==> src/rtl/idma_axi_w_to_obi_bridge.sv <==
// AXI4 write-burst responder that forwards each W beat as one OBI write,
// tracks outstanding OBI responses and returns one B response per burst.
module idma_axi_w_to_obi_bridge #(
  parameter int unsigned DataWidth      = 32,
  parameter int unsigned AddrWidth      = 32,
  parameter int unsigned IdWidth        = 4,
  parameter int unsigned MaxOutstanding = 4,
  localparam int unsigned StrbWidth     = DataWidth / 8,
  localparam int unsigned OffsetWidth   = $clog2(StrbWidth)
) (
  input  logic                 clk_i,
  input  logic                 rst_ni,
  // AXI AW channel
  input  logic                 aw_valid_i,
  output logic                 aw_ready_o,
  input  logic [IdWidth-1:0]   aw_id_i,
  input  logic [AddrWidth-1:0] aw_addr_i,
  input  logic [7:0]           aw_len_i,
  input  logic [2:0]           aw_size_i,
  input  logic [1:0]           aw_burst_i,
  // AXI W channel
  input  logic                 w_valid_i,
  output logic                 w_ready_o,
  input  logic [DataWidth-1:0] w_data_i,
  input  logic [StrbWidth-1:0] w_strb_i,
  input  logic                 w_last_i,
  // AXI B channel
  output logic                 b_valid_o,
  input  logic                 b_ready_i,
  output logic [IdWidth-1:0]   b_id_o,
  output logic [1:0]           b_resp_o,
  // OBI manager port
  output logic                 obi_req_o,
  input  logic                 obi_gnt_i,
  output logic [AddrWidth-1:0] obi_addr_o,
  output logic                 obi_we_o,
  output logic [StrbWidth-1:0] obi_be_o,
  output logic [DataWidth-1:0] obi_wdata_o,
  input  logic                 obi_rvalid_i,
  input  logic                 obi_err_i,
  // status
  output logic                 busy_o
);

  localparam int unsigned CntWidth = $clog2(MaxOutstanding + 1);

  localparam logic [CntWidth-1:0]  CntZero    = {CntWidth{1'b0}};
  localparam logic [CntWidth-1:0]  CntOne     = {{(CntWidth-1){1'b0}}, 1'b1};
  localparam logic [CntWidth-1:0]  CntMax     = CntWidth'(MaxOutstanding);
  localparam logic [AddrWidth-1:0] AddrZero   = {AddrWidth{1'b0}};
  localparam logic [AddrWidth-1:0] AddrOne    = {{(AddrWidth-1){1'b0}}, 1'b1};
  localparam logic [AddrWidth-1:0] WordMask   = AddrWidth'(StrbWidth - 1);
  localparam logic [1:0]           BurstIncr  = 2'b01;
  localparam logic [1:0]           BurstWrap  = 2'b10;
  localparam logic [1:0]           RespOkay   = 2'b00;
  localparam logic [1:0]           RespSlvErr = 2'b10;

  typedef enum logic [1:0] {
    IDLE  = 2'd0,
    BURST = 2'd1,
    DRAIN = 2'd2,
    RESP  = 2'd3
  } state_e;

  state_e                 state_q, state_d;
  logic [IdWidth-1:0]     id_q, id_d;
  logic [AddrWidth-1:0]   addr_q, addr_d;
  logic [2:0]             size_q, size_d;
  logic [1:0]             burst_q, burst_d;
  logic [7:0]             beats_left_q, beats_left_d;
  logic [CntWidth-1:0]    outst_q, outst_d;
  logic                   err_q, err_d;

  logic                   aw_hs;
  logic                   beat_gnt;
  logic                   last_beat;
  logic                   rsp_retire;
  logic [AddrWidth-1:0]   addr_step;
  logic [AddrWidth-1:0]   addr_incr;

  assign aw_hs      = aw_valid_i & aw_ready_o;
  assign beat_gnt   = obi_req_o & obi_gnt_i;
  assign last_beat  = (beats_left_q == 8'd0);
  // A response with nothing outstanding (e.g. left over from before a reset)
  // must not underflow the counter.
  assign rsp_retire = obi_rvalid_i & (outst_q != CntZero);

  // INCR address step: align down to the beat size, then advance one beat.
  assign addr_step  = AddrOne << size_q;
  assign addr_incr  = (addr_q & ~(addr_step - AddrOne)) + addr_step;

  assign busy_o = (state_q != IDLE);

  // State register with asynchronous reset.
  always_ff @(posedge clk_i or negedge rst_ni) begin
    if (!rst_ni) begin
      state_q <= IDLE;
    end else begin
      state_q <= state_d;
    end
  end

  // Next-state logic.
  always_comb begin
    state_d = state_q;
    case (state_q)
      IDLE: begin
        if (aw_hs) begin
          state_d = BURST;
        end else begin
          state_d = IDLE;
        end
      end
      BURST: begin
        if (beat_gnt && last_beat) begin
          state_d = DRAIN;
        end else begin
          state_d = BURST;
        end
      end
      DRAIN: begin
        // Leave as soon as the final response retires, even in this cycle.
        if (outst_d == CntZero) begin
          state_d = RESP;
        end else begin
          state_d = DRAIN;
        end
      end
      RESP: begin
        if (b_ready_i) begin
          state_d = IDLE;
        end else begin
          state_d = RESP;
        end
      end
      default: begin
        state_d = IDLE;
      end
    endcase
  end

  // Output decode: OBI request and W ready are combinational so a W beat is
  // consumed in the same cycle its OBI write is granted.
  always_comb begin
    aw_ready_o  = 1'b0;
    w_ready_o   = 1'b0;
    b_valid_o   = 1'b0;
    b_id_o      = {IdWidth{1'b0}};
    b_resp_o    = RespOkay;
    obi_req_o   = 1'b0;
    obi_we_o    = 1'b0;
    obi_addr_o  = AddrZero;
    obi_be_o    = {StrbWidth{1'b0}};
    obi_wdata_o = {DataWidth{1'b0}};
    case (state_q)
      IDLE: begin
        aw_ready_o = 1'b1;
      end
      BURST: begin
        obi_req_o   = w_valid_i & (outst_q < CntMax);
        obi_we_o    = 1'b1;
        obi_addr_o  = addr_q & ~WordMask;
        obi_be_o    = w_strb_i;
        obi_wdata_o = w_data_i;
        w_ready_o   = obi_req_o & obi_gnt_i;
      end
      DRAIN: begin
        obi_req_o = 1'b0;
      end
      RESP: begin
        b_valid_o = 1'b1;
        b_id_o    = id_q;
        if (err_q) begin
          b_resp_o = RespSlvErr;
        end else begin
          b_resp_o = RespOkay;
        end
      end
      default: begin
        aw_ready_o = 1'b0;
      end
    endcase
  end

  // Burst context, beat counter, outstanding counter and sticky error update.
  always_comb begin
    id_d         = id_q;
    addr_d       = addr_q;
    size_d       = size_q;
    burst_d      = burst_q;
    beats_left_d = beats_left_q;
    outst_d      = outst_q;
    err_d        = err_q;

    if (state_q == IDLE) begin
      if (aw_hs) begin
        id_d         = aw_id_i;
        addr_d       = aw_addr_i;
        size_d       = aw_size_i;
        burst_d      = aw_burst_i;
        beats_left_d = aw_len_i;
      end else begin
        beats_left_d = beats_left_q;
      end
    end else if (state_q == BURST) begin
      if (beat_gnt) begin
        // FIXED (and unsupported WRAP) keep the address.
        if (burst_q == BurstIncr) begin
          addr_d = addr_incr;
        end else begin
          addr_d = addr_q;
        end
        if (!last_beat) begin
          beats_left_d = beats_left_q - 8'd1;
        end else begin
          beats_left_d = beats_left_q;
        end
      end else begin
        addr_d = addr_q;
      end
    end else begin
      addr_d = addr_q;
    end

    if (beat_gnt && !rsp_retire) begin
      outst_d = outst_q + CntOne;
    end else if (rsp_retire && !beat_gnt) begin
      outst_d = outst_q - CntOne;
    end else begin
      outst_d = outst_q;
    end

    if (state_q == IDLE) begin
      err_d = err_q;
    end else if (state_q == RESP && b_ready_i) begin
      err_d = 1'b0;
    end else begin
      err_d = err_q | (obi_rvalid_i & obi_err_i);
    end
  end

  // Datapath registers with asynchronous reset.
  always_ff @(posedge clk_i or negedge rst_ni) begin
    if (!rst_ni) begin
      id_q         <= {IdWidth{1'b0}};
      addr_q       <= AddrZero;
      size_q       <= 3'd0;
      burst_q      <= 2'b00;
      beats_left_q <= 8'd0;
      outst_q      <= CntZero;
      err_q        <= 1'b0;
    end else begin
      id_q         <= id_d;
      addr_q       <= addr_d;
      size_q       <= size_d;
      burst_q      <= burst_d;
      beats_left_q <= beats_left_d;
      outst_q      <= outst_d;
      err_q        <= err_d;
    end
  end

  // Protocol checks: unsupported bursts, oversized beats, W last alignment and
  // unexpected OBI responses.
  a_no_wrap: assert property (@(posedge clk_i) disable iff (!rst_ni)
    aw_hs |-> (aw_burst_i != BurstWrap));

  a_size_fits: assert property (@(posedge clk_i) disable iff (!rst_ni)
    aw_hs |-> (aw_size_i <= 3'(OffsetWidth)));

  a_last_match: assert property (@(posedge clk_i) disable iff (!rst_ni)
    beat_gnt |-> (w_last_i == last_beat));

  a_rsp_expected: assert property (@(posedge clk_i) disable iff (!rst_ni)
    obi_rvalid_i |-> (outst_q != CntZero));

endmodule

==> config.mk <==
export PLATFORM = sky130hd
export DESIGN_NAME = idma_axi_w_to_obi_bridge
export DESIGN_NICKNAME = d
export VERILOG_FILES = /design/src/rtl/idma_axi_w_to_obi_bridge.sv
export SDC_FILE = /design/constraint.sdc
export NUM_CORES = 1
export LEC_CHECK = 0
export CAP_MARGIN = 5
export CORE_UTILIZATION = 41
export DETAILED_ROUTE_END_ITERATION = 8
export PLACE_DENSITY = 0.83
export SLEW_MARGIN = 0
export SYNTH_ARGS = -nofsm -noshare
export SYNTH_HDL_FRONTEND = slang
export SYNTH_SLANG_ARGS = --single-unit
==> constraint.sdc <==
create_clock -name clk_i -period 2.9 [get_ports clk_i]
set_input_delay 0.725 -clock clk_i [delete_from_list [all_inputs] [get_ports clk_i]]
set_output_delay 0.725 -clock clk_i [all_outputs]
set_load 0.03 [all_outputs]
Word-level counts from Yosys, hierarchy flattened
Index checks and enable logic that the tools add are counted.

storage, ports and cells
  bits in registers = 55
  bits of input ports = 94
  output and inout port bits = 80
  word-level logic and storage cells = 76

operators by class
  add/sub/neg operators = 5
  $lt $le $gt $ge = 1
  eq/ne operators = 6
  shifts and indexed selects = 1
  muxes and demuxes = 29
  bitwise operators = 9
  reduce and logical (&&, ||, !) cells = 17

operators with widths
  kind                                                                   count
  32-bit 2-to-1 mux                                                      7
  8-bit 2-to-1 mux                                                       5
  32-bit adder                                                           1
  32-bit AND                                                             1
  32-bit inverter                                                        1
  1-bit by 3-bit left shift with 32-bit output (first input constant)    1
  32-bit by 1-bit subtractor with 32-bit output (second input constant)  1
  8-bit zero test                                                        1
  1-bit 2-to-1 mux                                                       8
  2-bit 2-to-1 mux                                                       4
  4-bit 2-to-1 mux                                                       2
  2-bit case mux with 4 select lines                                     1
  4-bit AND reduction                                                    2
  2-bit nonzero test                                                     4
  8-bit by 1-bit subtractor with 8-bit output (second input constant)    1
  1-bit AND                                                              6
  3-bit 2-to-1 mux                                                       2
  2-bit by 1-bit == test with 1-bit output (second input constant)       2
  2-bit == test (second input constant)                                  2
  1-bit logical AND                                                      4
  3-bit by 1-bit adder with 3-bit output (second input constant)         1
  3-bit zero test                                                        1
  3-bit < comparator (second input constant)                             1
  3-bit nonzero test                                                     1
  other kinds (7)                                                        8

Longest topological paths before layout
Gate-level depths: netlist of the first run.

  depth in word-level cells = 11
  mapped depth = 15
  depth with buffers taken out = 11

Worst setup path before layout of the first run
OpenSTA, ideal clock, no wires.

  path type = flip-flop to flip-flop
  from = register size_q[0]
  to = register addr_q[27]
  library setup time = 0.121 ns
  data arrival time = 2.937 ns
  data required time = 2.779 ns
  setup slack = -0.159 ns
  stages on the path, launching flop included = 14
  path buffers = 3
  period minus slack after synthesis = 3.059 ns
  cells stage by stage = dfrtp_1 -> buf_4 -> clkbuf_1 -> or3_1 -> ha_1 -> and3b_1 -> and3_1 -> o211ai_2 -> a211oi_2 -> or3_4 -> buf_4 -> a21oi_1 -> nor2_1 -> o22a_1

on the way
  word-level cells in the longest chain between the ends = 9

ends and longest elaborated chain
  what                                            RTL line  source
  start, declared                                 68        logic [2:0] size_q, size_d;
  start signal, assigned                          255       size_q <= size_d;
  1-bit by 3-bit left shift with 32-bit output *  89        assign addr_step = AddrOne << size_q;
  32-bit by 1-bit subtractor with 32-bit output   90        assign addr_incr = (addr_q & ~(addr_step - AddrOne)) + addr_step;
  32-bit inverter                                 90
  32-bit AND                                      90
  32-bit adder *                                  90
  32-bit 2-to-1 mux *                             208       if (burst_q == BurstIncr) begin
  32-bit 2-to-1 mux *                             206       if (beat_gnt) begin
  32-bit 2-to-1 mux *                             205       end else if (state_q == BURST) begin
  32-bit 2-to-1 mux *                             195       if (state_q == IDLE) begin
  end signal, assigned                            246       addr_q <= AddrZero;
  end signal, assigned                            254       addr_q <= addr_d;
  end, declared                                   67        logic [AddrWidth-1:0] addr_q, addr_d;

Mark *: on every way between the ends. The rest lies on a longest branch, timed or not. The select of a mux whose other input is x is not followed.
A chain may end at the register's enable or synchronous reset.

Worst setup path in the final report of the first run
  from = register size_q[0]
  to = register addr_q[20]

Same word-level chain as after synthesis.

==> flow_metrics.tcl, run 1 <==
set metrics [dict create \
    dp_hpwl_mm 10.83 \
    clk_pin_slew_ps 120 \
    yosysWarningCount 0 \
    cts_tree "yes" \
    setup_viol 5 \
    synth_cell_types 75 \
    path_class "register to register" \
    whs_ps 368.1 \
    drv_slew 0 \
    grt_pass1_wl_mm 23.92 \
    cp_data_required_time_ps 3180 \
    nFillCells 879 \
    cap_violations 0 \
    synth_seq_area_share 0.3032 \
    nets 888 \
    hold_viol 0 \
    synthesis.area_sq_um 4539 \
    cts_buffers 5 \
    die_w_um 107.2 \
    drt_iter0_markers 372 \
    ys.flop_type "dfrtp_1" \
    ant_nets 0 \
    final_common_cell "buf_4" \
    final_layout_size_suffix_gt1_frac 0.2481 \
    first_global_vias 4985 \
    end_kind "register" \
    layout_min_cycle_time_ps 2941 \
    cts.path.max_buffers 2 \
    rsz0062_at_grt "yes" \
    setup_ws_ps -40.51 \
    ios 174 \
    final_cell_area_sq_um 6953 \
    tightest_slew_ps 585.8 \
    relSlewSlack 0.6095 \
    core_area_sq_um 10790 \
    port_buffers 169 \
    routed_wl_mm 15.44 \
    area_growth_pct 53.17 \
    postCtsHoldBufs 0 \
    post-route-period-util 1.014 \
    place_congestion 0.8734 \
    most-common-layout-cells "buf_4, clkdlybuf4s50_1, and2_1" \
    p_per_area_nw_per_um2 875.9 \
    synth_edf_count 0 \
    maxClockFrequency_mhz 340.1 \
    start_util 0.4206 \
    antenna_found_initial 0 \
    antennaDiodeCount 0 \
    grt_max_degree 64 \
    cts_max_level 2 \
    routedWlPerCell_um 16.68 \
    root_buffer "clkbuf_8" \
    routed_via_density 5.722 \
    syn_inst 593 \
    start_kind "register" \
    clk_latency_ps 340 \
    status "complete, but fails checks" \
    leakagePower_uw 0.003000 \
    ir_worst_vdd_mv 0.4476 \
    drtPass1Iterations 5 \
    syn_area_per_cell_sq_um 7.655 \
    path_max_fanout 6 \
    drc 0 \
    worstReg2RegStart "size_q[0]" \
    violations "setup timing" \
    vias 5299 \
    clock_skew_ps 20.38 \
    worstHoldPathType "input port to asynchronous set/reset pin" \
    ys_ff_latch 55 \
    crit_arrival_ps 3220 \
    die_height_um 107.2 \
    tns_ps -85.85 \
    critPathLaunch "size_q[0]" \
    synthArstFlopShare 1.000 \
    post_dp_cell_area_sq_um 6457 \
    grt_overflow 0 \
    num_rows 38 \
    dieArea_sq_um 11500 \
    clock-sinks 55 \
    gr-usage-all-layers 0.2591 \
]
-- registers in the layout, summed over array words and instances (netlist names) --
signal        count
err_q             1
addr_q           32
state_q           2
size_q            3
burst_q           2
id_q              4
outst_q           3
beats_left_q      8
-- logic make-up after synthesis --
group | Yosys count | share of synthesized area
multiplexers | 6 | 0.01323
flip-flops | 55 | 0.3032
AND/OR/NAND/NOR | 295 | 0.3534
adder cells (fa/ha/maj) | 9 | 0.02481
AO/OA/AOI/OAI | 155 | 0.2227
buffers and inverters | 63 | 0.06450
XOR/XNOR | 9 | 0.01737
other | 1 | 0.0008261
-- final timing paths --
check | to | slack (ps) | cells past startpoint
min in group clk_i | burst_q[1] | 480 | 2
min reg2reg | burst_q[1] | 480 | 2
max reg2reg | addr_q[20] | -40 | 11
min | addr_q[24] | 370 | 1
max | addr_q[20] | -40 | 11
max in group asynchronous | addr_q[4] | 1770 | 2
-- repair_timing --
| action | 4_1_cts | 5_1_grt |
|---|---|---|
| buffers inserted | 6 | 9 |
| cloned | 2 | 0 |
| pin swaps | 4 | 24 |
| setup endpoints to repair | 3 | 24 |
| resized for setup | 4 | 53 |
| hold endpoints to repair | 0 | 0 |
-- Yosys cell counts, types with 5 or more instances --
library cell,n,area [sq um]
xnor2_1,7,61.31
nand4_1,8,50.05
a21oi_1,44,220.2
nand3_1,17,85.08
and2_1,79,494.2
ha_1,9,112.6
nand2_1,75,281.5
mux2i_1,6,60.06
a211oi_1,8,60.06
a31oi_1,8,50.05
clkbuf_1,26,97.59
and4_1,6,52.55
o31ai_1,5,37.54
and3_1,19,118.9
buf_2,9,45.04
inv_1,15,56.30
o21ai_0,34,170.2
nor2b_1,5,31.28
or3_1,7,43.79
buf_4,8,60.06
nor3_1,16,80.08
nor2_1,38,142.6
dfrtp_1,55,1376
o22ai_1,8,50.05
-- report_power, final --
group / switching [uW] / total [uW] / internal [uW] / leakage [uW]
Sequential: 361 / 1410 / 1050 / 0.000672
Combinational: 2340 / 4130 / 1790 / 0.00227
Clock: 291 / 553 / 262 / 0.0000558
-- critical path, cell delays in order (launching register included) --
cell and delay, ps:
dfrtp_2 450, or3_4 420, ha_4 200, buf_6 140, a21boi_2 110, buf_4 150
o21ai_2 90, nor4_4 370, o21a_4 200, nand4_1 120, or4_1 570, nand4_1 80
-- cell type report --
type	count	area [sq um]	share of cell area
inverter	17	63.81	0.009178
clock inverter	2	38.79	0.005579
timing repair buffer	227	2059	0.2962
multi-input combinational	479	3163	0.4549
clock buffer	6	72.57	0.01044
sequential	55	1380	0.1985
tap	140	175.2	0.02519
-- per-layer routing --
layer  part of all wire  track usage  vias to the layer above
li1                   -            -                     2483
met1               0.40       0.3178                     2551
met2               0.51       0.4521                      241
met3              0.080      0.05410                       24
met4              0.016      0.08219                        0
met5                  0            0                        -
-- metrics by stage --
step	cells	utilization	total power [uW]	setup WS [ps]
detailed placement	902	0.5983	5216	-32.35
floorplan	595	-	3893	-19.38
global placement	902	0.5983	5086	55.84
global route	926	0.6442	6503	-211.2
CTS	918	0.6162	5824	10.13
finish	926	0.6442	6090	-40.51
Note: power is estimated with default switching activity, not from simulation.
==> inputs of run 2 (changes only) <==
- CTS_CLUSTER_DIAMETER: not set -> 100
==> results of run 2 <==
No change in the layout: final DEF, timing and power equal those of run 1.
==> inputs of run 3 (changes only) <==
- TNS_END_PERCENT: not set -> 5
==> run 3 against run 2 <==
The run still ends with setup timing left; worst hold slack improved by 30 ps; critical endpoint is now addr_q[23]; sequential power is 3% lower; routed wire length down 5.1%; largest cell class unchanged; flip-flop and latch count is the same; non-clock buffer count decreased by 12; die area did not move; combinational power fell by 3%; highest routed layer unchanged; first-iteration DRC count down 0.27%.
==> flow_metrics.tcl, run 3 (synthesized netlist as in run 1, its figures left out) <==
set metrics [dict create \
    status "complete, but fails checks" \
    drtPass1Iterations 8 \
    end_kind "register" \
    cp.buffers_inverters 0 \
    p_per_area_nw_per_um2 862.7 \
    wl_met1_mm 5.950 \
    whs_ps 397.6 \
    die_height_um 107.2 \
    crit_chain "or3_4 -> ha_4 -> and3b_1 -> and3_4 -> o211ai_4 -> a211oi_4 -> or3_4 -> and3_1 -> a211o_1 -> a2bb2oi_2" \
    ant_nets 0 \
    drt_iter0_markers 371 \
    antenna_found_initial 0 \
    highest_layer "met4" \
    hold_viol 0 \
    drv_slew 0 \
    ios 174 \
    power_frac_seq 0.237 \
    grt_pass1_wl_mm 23.38 \
    slowest_stage "or3_4" \
    worstHoldPathType "input port to asynchronous set/reset pin" \
    most-common-layout-cells "buf_4, clkdlybuf4s50_1, and2_1" \
    clk_latency_ps 310 \
    place_congestion 0.8822 \
    grt_overflow 0 \
    core_area_sq_um 10790 \
    setup_ws_ps -11.88 \
    reg.largest.list "addr_q: 32 flops, beats_left_q: 8 flops, id_q: 4 flops" \
    dieArea_sq_um 11500 \
    post-route-period-util 1.004 \
    cts_max_level 2 \
    crit_arrival_ps 3170 \
    area_growth_pct 48.07 \
    cp_data_required_time_ps 3150 \
    top_register "addr_q" \
    multiInputGateArea_sq_um 3058 \
    tns_ps -13.85 \
    gr-usage-all-layers 0.2496 \
    clock-sinks 55 \
    setup_viol 2 \
    nets 875 \
    dp_hpwl_mm 10.73 \
    internal-power_uw 2925 \
    antennaDiodeCount 0 \
    layout_min_cycle_time_ps 2912 \
    relSlewSlack 0.6115 \
    maxClockFrequency_mhz 343.4 \
    final_common_cell "buf_4" \
    pwr-share-clk 0.074 \
    rsz0062_at_grt "yes" \
    leakagePower_uw 0.002923 \
    path_class "register to register" \
    route.met3.wl_mm 1.164 \
    seqCellArea_sq_um 1376 \
    root_buffer "clkbuf_8" \
    critPathMostFrequentCell "or3_4" \
    start_kind "register" \
    routed_wl_mm 14.66 \
    cpPeakStageDelay_ps 460 \
    nFillCells 927 \
    final_layout_size_suffix_gt1_frac 0.2160 \
    routed_via_density 5.651 \
    routedWlPerCell_um 16.05 \
    power.total_uw 5798 \
    switching_share 0.4955 \
    die_w_um 107.2 \
    port_buffers 169 \
    violations "setup timing" \
    comb_power_share 0.689 \
    tightest_slew_ps 582.7 \
    drc 0 \
    ir_worst_vdd_mv 0.5168 \
    path_max_fanout 5 \
    num_rows 38 \
    cts.path.max_buffers 2 \
    vias 5159 \
    cts_tree "yes" \
    crit_family "simple AND/OR/NAND/NOR gates" \
    first_global_vias 5093 \
    met2WireLength_mm 7.302 \
    cap_violations 0 \
    final_core_util 0.6228 \
    grt_max_degree 47 \
    p_sw_uw 2873 \
    cts_buffers 5 \
    start_util 0.4206 \
    largest_reg_flops 32 \
    postCtsHoldBufs 0 \
    clk_pin_slew_ps 110 \
    clock_skew_ps 14.41 \
]
## run 3: cell type report
type | count | area share
multi-input combinational | 478 | 0.4550
inverter | 17 | 0.009494
clock buffer | 7 | 0.01136
timing repair buffer | 215 | 0.2926
sequential | 55 | 0.2048
tap | 140 | 0.02606
clock inverter | 1 | 0.0007446
## run 3: per-layer routing
| layer | vias up | track usage |
|---|---|---|
| met3 | 25 | 0.04681 |
| li1 | 2464 | - |
| met4 | 0 | 0.07730 |
| met2 | 249 | 0.4461 |
| met5 | - | 0 |
| met1 | 2421 | 0.3015 |
## run 3: stage by stage
stage / cells / setup WS [ps] / area, sq um
after CTS: 906 / -41.19 / 6518
after global placement: 898 / 26.54 / 6425
after global routing: 913 / -123.0 / 6721
final: 913 / -11.88 / 6721
after detailed placement: 898 / -44.62 / 6425
after floorplan: 595 / -55.25 / 4574
## run 3: path summary, 6_finish.rpt
kind	startpoint	end	slack (ps)	depth (start not counted)
worst min register to register	burst_q[1]	burst_q[1]	490	2
worst max register to register	size_q[1]	addr_q[23]	-10	10
worst min-delay path	rst_ni	id_q[1]	400	1
max in group asynchronous	rst_ni	addr_q[26]	1910	2
min in group clk_i	burst_q[1]	burst_q[1]	490	2
worst max-delay path	size_q[1]	addr_q[23]	-10	10
## run 3: power by group through the flow
| stage | Clock, uW | Sequential (uW) | Combinational (uW) |
|---|---|---|---|
| after CTS | 433 | 1360 | 3860 |
| after global placement | 0 | 1340 | 3730 |
| after detailed placement | 0 | 1370 | 3830 |
| after floorplan | 0 | 1250 | 2610 |
| after global routing | 462 | 1410 | 4340 |
| final | 429 | 1370 | 4000 |
## run 3: repair_timing
action / CTS / global route
buffers inserted: 0 / 6
gates cloned: 0 / 1
gates resized for setup: 2 / 32
setup endpoints to repair: 4 / 67
pin swaps: 0 / 15
endpoints found under the hold margin: 0 / 0
